[src/rtl/alu_seq.sv]
`default_nettype none
// +----------------------------------------------------------------------------+
// | alu_seq : WIDTH-bit ALU with valid/ready input, registered {z,n,c,v}       |
// |           flags, carry-chained ADD/SUB and a 1-bit/cycle iterative shifter |
// | Rev 1.0 : initial release                                                  |
// +----------------------------------------------------------------------------+
module alu_seq #(
  parameter int WIDTH   = 8,
  parameter int SHAMT_W = $clog2(WIDTH) + 1
) (
  input  logic               clk,
  input  logic               rst,
  input  logic               i_in_valid,
  output logic               o_in_ready,
  input  logic [WIDTH-1:0]   i_a,
  input  logic [WIDTH-1:0]   i_b,
  input  logic [2:0]         i_op,
  input  logic [SHAMT_W-1:0] i_shamt,
  input  logic               i_cin_en,
  output logic [WIDTH-1:0]   o_out,
  output logic [3:0]         o_flags,
  output logic               o_out_valid
);

  localparam logic [2:0] c_OP_ADD = 3'd0;
  localparam logic [2:0] c_OP_SUB = 3'd1;
  localparam logic [2:0] c_OP_AND = 3'd2;
  localparam logic [2:0] c_OP_OR  = 3'd3;
  localparam logic [2:0] c_OP_XOR = 3'd4;
  localparam logic [2:0] c_OP_SHL = 3'd5;
  localparam logic [2:0] c_OP_SHR = 3'd6;
  localparam logic [2:0] c_OP_ASR = 3'd7;

  localparam logic [0:0] c_ST_IDLE  = 1'b0;
  localparam logic [0:0] c_ST_SHIFT = 1'b1;

  localparam logic [SHAMT_W-1:0] c_WIDTH_S = SHAMT_W'(WIDTH);
  localparam logic [SHAMT_W-1:0] c_ONE     = SHAMT_W'(1);
  localparam int                 c_MSB     = WIDTH - 1;

  logic [0:0]         r_state;
  logic [0:0]         w_next_state;
  logic [WIDTH-1:0]   r_sh;
  logic [SHAMT_W-1:0] r_cnt;
  logic [2:0]         r_op;
  logic               r_c_kill;

  logic               w_accept;
  logic               w_is_shift;
  logic               w_over;
  logic [SHAMT_W-1:0] w_eff;
  logic               w_long_shift;
  logic               w_cin;
  logic [WIDTH:0]     w_sum;
  logic [WIDTH:0]     w_diff;
  logic [WIDTH:0]     w_step_a;
  logic [WIDTH:0]     w_step_r;
  logic [WIDTH-1:0]   w_res;
  logic               w_c;
  logic               w_v;
  logic               w_chain;
  logic               w_z;

  // One shift step: returns {bit shifted out, shifted value}
  function automatic logic [WIDTH:0] f_step(input logic [WIDTH-1:0] v, input logic [2:0] op);
    logic [WIDTH:0] r;
    case (op)
      c_OP_SHL: r = {v[c_MSB], v[c_MSB-1:0], 1'b0};
      c_OP_SHR: r = {v[0], 1'b0, v[c_MSB:1]};
      default:  r = {v[0], v[c_MSB], v[c_MSB:1]};
    endcase
    return r;
  endfunction

  assign w_accept     = i_in_valid && o_in_ready;
  assign w_is_shift   = (i_op == c_OP_SHL) || (i_op == c_OP_SHR) || (i_op == c_OP_ASR);
  assign w_over       = (i_shamt > c_WIDTH_S);
  assign w_eff        = w_over ? c_WIDTH_S : i_shamt;
  assign w_long_shift = w_is_shift && (w_eff > c_ONE);
  assign w_cin        = i_cin_en && o_flags[1];
  assign w_sum        = {1'b0, i_a} + {1'b0, i_b} + {{WIDTH{1'b0}}, w_cin};
  assign w_diff       = {1'b0, i_a} - {1'b0, i_b} - {{WIDTH{1'b0}}, w_cin};
  assign w_step_a     = f_step(i_a, i_op);
  assign w_step_r     = f_step(r_sh, r_op);

  always_comb begin
    w_res   = '0;
    w_c     = 1'b0;
    w_v     = 1'b0;
    w_chain = 1'b0;
    case (i_op)
      c_OP_ADD: begin
        {w_c, w_res} = w_sum;
        w_v          = (i_a[c_MSB] == i_b[c_MSB]) && (w_sum[c_MSB] != i_a[c_MSB]);
        w_chain      = i_cin_en;
      end
      c_OP_SUB: begin
        {w_c, w_res} = w_diff;
        w_v          = (i_a[c_MSB] != i_b[c_MSB]) && (w_diff[c_MSB] != i_a[c_MSB]);
        w_chain      = i_cin_en;
      end
      c_OP_AND: w_res = i_a & i_b;
      c_OP_OR:  w_res = i_a | i_b;
      c_OP_XOR: w_res = i_a ^ i_b;
      default: begin
        // Only shifts of 0 or 1 complete from IDLE
        if (w_eff == '0) begin
          w_res = i_a;
        end else begin
          {w_c, w_res} = w_step_a;
        end
      end
    endcase
  end

  // Chained ADD/SUB keeps z meaningful across a multi-word result
  assign w_z = (w_res == '0) && (!w_chain || o_flags[3]);

  always_ff @(posedge clk) begin
    if (rst) begin
      r_state <= c_ST_IDLE;
    end else begin
      r_state <= w_next_state;
    end
  end

  always_comb begin
    w_next_state = r_state;
    case (r_state)
      c_ST_IDLE:  if (w_accept && w_long_shift) w_next_state = c_ST_SHIFT;
      c_ST_SHIFT: if (r_cnt == c_ONE) w_next_state = c_ST_IDLE;
      default:    w_next_state = c_ST_IDLE;
    endcase
  end

  always_comb begin
    o_in_ready = (r_state == c_ST_IDLE) && !rst;
  end

  always_ff @(posedge clk) begin
    if (rst) begin
      o_out       <= '0;
      o_flags     <= 4'b0000;
      o_out_valid <= 1'b0;
      r_sh        <= '0;
      r_cnt       <= '0;
      r_op        <= 3'd0;
      r_c_kill    <= 1'b0;
    end else begin
      o_out_valid <= 1'b0;
      if (r_state == c_ST_IDLE) begin
        if (w_accept) begin
          if (w_long_shift) begin
            r_sh     <= w_step_a[c_MSB:0];
            r_cnt    <= w_eff - c_ONE;
            r_op     <= i_op;
            r_c_kill <= w_over && (i_op != c_OP_ASR);
          end else begin
            o_out       <= w_res;
            o_flags     <= {w_z, w_res[c_MSB], w_c, w_v};
            o_out_valid <= 1'b1;
          end
        end
      end else begin
        r_sh  <= w_step_r[c_MSB:0];
        r_cnt <= r_cnt - c_ONE;
        if (r_cnt == c_ONE) begin
          o_out       <= w_step_r[c_MSB:0];
          o_flags     <= {(w_step_r[c_MSB:0] == '0), w_step_r[c_MSB],
                          w_step_r[WIDTH] & ~r_c_kill, 1'b0};
          o_out_valid <= 1'b1;
        end
      end
    end
  end

endmodule
`default_nettype wire

[config.mk]
export PLATFORM = sky130hd
export DESIGN_NAME = alu_seq
export DESIGN_NICKNAME = d
export VERILOG_FILES = /design/src/rtl/alu_seq.sv
export SDC_FILE = /design/constraint.sdc
export NUM_CORES = 1
export LEC_CHECK = 0
export CAP_MARGIN = 20
export CORE_ASPECT_RATIO = 1.1
export CORE_MARGIN = 10
export CORE_UTILIZATION = 55
export CTS_BUF_LIST = sky130_fd_sc_hd__clkbuf_4
export CTS_CLUSTER_SIZE = 20
export DETAILED_ROUTE_END_ITERATION = 12
export DONT_BUFFER_PORTS = 1
export PLACE_DENSITY = 0.7
export SYNTH_ARGS = -nofsm -noshare
export SYNTH_HDL_FRONTEND = slang
export SYNTH_SLANG_ARGS = --single-unit
[constraint.sdc]
create_clock -name clk -period 3.6 [get_ports clk]
set_clock_uncertainty 0.1 [all_clocks]
set_input_delay 0.18 -clock clk [delete_from_list [all_inputs] [get_ports clk]]
set_output_delay 0.18 -clock clk [all_outputs]
set_load 0.03 [all_outputs]
==> reports/metrics.cfg <==
[yosys]
ys_seq_elements = 29
ys_warn_count = 0
netlist_top_cells_count = nor2_1, a21oi_1, nand2_1
yosysMostFrequentCell = nor2_1
synth_area_sq_mm = 0.00310
synthArstFlopShare = 0
syn_nets = 480
synth_edf_count = 0
syn_inst = 415
synth_cell_types = 65
yosysTopAreaCellShare = 0.187
ys_seq_area_frac = 0.187
yosys.area.top_type = dfxtp_1
avgSynthCellArea_sq_um = 7.46
ys_top_cells_by_area = dfxtp_1, ha_1, a21oi_1
synth-main-ff-cell = dfxtp_1

[die]
die_x_microns = 91.5
fp-row-count = 28
core_area_sq_mm = 0.00543
die_area_sq_mm = 0.00904
io_pins = 41
initial_utilization = 0.570
die_y_microns = 98.7

[route]
drc = 0
vias_per_cell = 6.47
dr.pass1.iters = 5
ant_nets = 0
detail_route.wl_per_cell_microns = 19.4
drt_iter0_drc = 188
drt-total-wl_microns = 9430
vias = 3136

[timing]
hold_ws_ps = 23.8
drv_slew = 0
tightestPinTransition_ps = 1060
grt_setup_unrepaired = no
setup_viol = 0
slew_headroom = 0.293
post-route-period-util = 0.845
finalSetupTns_ps = 0
hold_viol_final = 0
fmax_ghz = 0.329
period_minus_slack_ps = 3040
setup_slack_ps = 558

[layout]
area_delta_synth_final_pct = 4.65
stdcell_count = 485
drive_gt1_frac = 0.0634
utilization = 0.597
diodes = 0
fin_area_sq_mm = 0.00324
fin_nets = 475

[clock_tree]
htreeDepth = 2
clk_path_buf_depth = 2
cts_tree = yes
cts-root-buf = clkbuf_4
clock-sinks = 29
insertion_delay_ps = 330
cts_resized = 0
cts_buffers = 5
clkTransAtPathRegs_ps = 100

[hold_path]
min_to = o_flags[0]$_SDFFE_PP0P_
hold_class = input pin to flop
worstHoldStart = i_a[7]
holdPathStages = 3

[placed_design]
dp_hpwl_microns = 7090
post-place-ws_ps = 610
gp_congestion = 0.994
port-buffer-count = 0
place_area_sq_mm = 0.00312
dp.cells = 471

[global_routing]
grt_max_degree = 30
grt_overflow = 0
grt_use_total = 0.201
antenna_found_initial = 0
grt_pass1_wl_microns = 15200
grt_pass1_vias = 2981

[flow_run]
max-cap-violations = 0

[critical_path]
r2r_start = o_flags[1]$_SDFFE_PP0P_
critical_path_required_ps = 3740
r2r_cells = 12
worst_r2r_endpoint = o_flags[3]$_SDFFE_PP0P_
endpoint_kind = flop
path_max_fanout = 3
cp.arrival_ps = 3180
rrSetupSlack_ps = 560
critical_path_class = flop to flop
start_kind = flop

[power_and_ir_drop]
power_density_mw_per_mm2 = 275
p_leak_nw = 1.34
finalPower_mw = 0.890
peakVddDrop_mv = 0.285

[outcome]
status = completed

-- cell families (layout without fill, tap and decap cells) --
group / count (synthesis) / in the layout / synth area share
AO/OA/AOI/OAI: 134 / 134 / 0.290
AND/OR/NAND/NOR: 133 / 133 / 0.212
buffers and inverters: 58 / 53 / 0.0756
adder cells (fa/ha/maj): 38 / 38 / 0.163
flip-flops: 29 / 29 / 0.187
multiplexers: 12 / 12 / 0.0412
XOR/XNOR: 11 / 11 / 0.0311
-- state kept, by name (all words and copies together), names as in the netlist --
| register | cells |
|---|---|
| o_out | 7 |
| r_cnt | 4 |
| o_flags | 4 |
| r_sh | 8 |
| r_state | 1 |
| o_out_valid | 1 |
| r_op | 3 |
| r_c_kill | 1 |
-- cell usage in the layout (no fill, tap or decap), types with 4 or more instances in the layout --
cell	n
a31oi_1	6
nand2_1	39
nor2_1	44
a22oi_1	6
mux2_2	6
o21ai_0	23
ha_1	34
inv_1	33
a221oi_1	6
a211oi_1	7
clkbuf_4	6
mux2i_1	6
dlygate4sd3_1	7
nor2b_1	5
and3_1	4
xnor2_1	5
dfxtp_1	29
xor2_1	6
nor3_1	7
nand2b_1	6
nand4_1	4
a21oi_1	41
buf_4	5
nor4_1	4
fa_1	4
-- worst max path at each step --
stage / from / end
finish: o_flags[1]$_SDFFE_PP0P_ / o_flags[3]$_SDFFE_PP0P_
global route: o_flags[1]$_SDFFE_PP0P_ / o_flags[3]$_SDFFE_PP0P_
CTS: o_flags[1]$_SDFFE_PP0P_ / o_flags[2]$_SDFFE_PP0P_
detailed placement: o_flags[1]$_SDFFE_PP0P_ / o_flags[3]$_SDFFE_PP0P_
global placement: o_flags[1]$_SDFFE_PP0P_ / o_flags[3]$_SDFFE_PP0P_
floorplan: o_flags[1]$_SDFFE_PP0P_ / o_flags[3]$_SDFFE_PP0P_
-- metal layers --
layer	part of all wire	track usage	vias to the layer above
li1	-	-	1485
met4	0.038	0.0989	0
met1	0.40	0.237	1479
met2	0.49	0.347	143
met3	0.069	0.0281	29
met5	0	0	-
-- critical path: stages (launching register included) --
cell and delay [ps]:
dfxtp_1 320, nand2_1 90, inv_1 60, fa_1 520
inv_1 50, ha_1 180, o211ai_1 370, nand3b_4 120
nand4_1 100, a21oi_1 60, or4_1 550, or2_1 260
o31ai_2 160
-- cell type report --
class	count	area [sq um]
Timing Repair Buffer	12	108
Sequential cell	29	581
Tap cell	75	93.8
Fill cell	538	2190
Multi-Input combinational cell	328	2280
Inverter	34	128
Clock inverter	1	3.75
Clock buffer	6	45.0
-- report_power, final --
part	total, mW	switching, mW	internal [mW]	leakage [nW]
registers	0.362	0.0264	0.336	0.236
clock network	0.186	0.108	0.0783	0.0292
logic	0.342	0.201	0.141	1.07
total	0.890	0.335	0.555	1.34
-- what timing repair did --
action | 4_1_cts | 5_1_grt
hold buffers | 7 | 0
hold endpoints to repair | 29 | 0
setup endpoints to repair | 0 | 0
buffers inserted | 0 | 0
No activity file was read; power rests on OpenSTA's default activity.
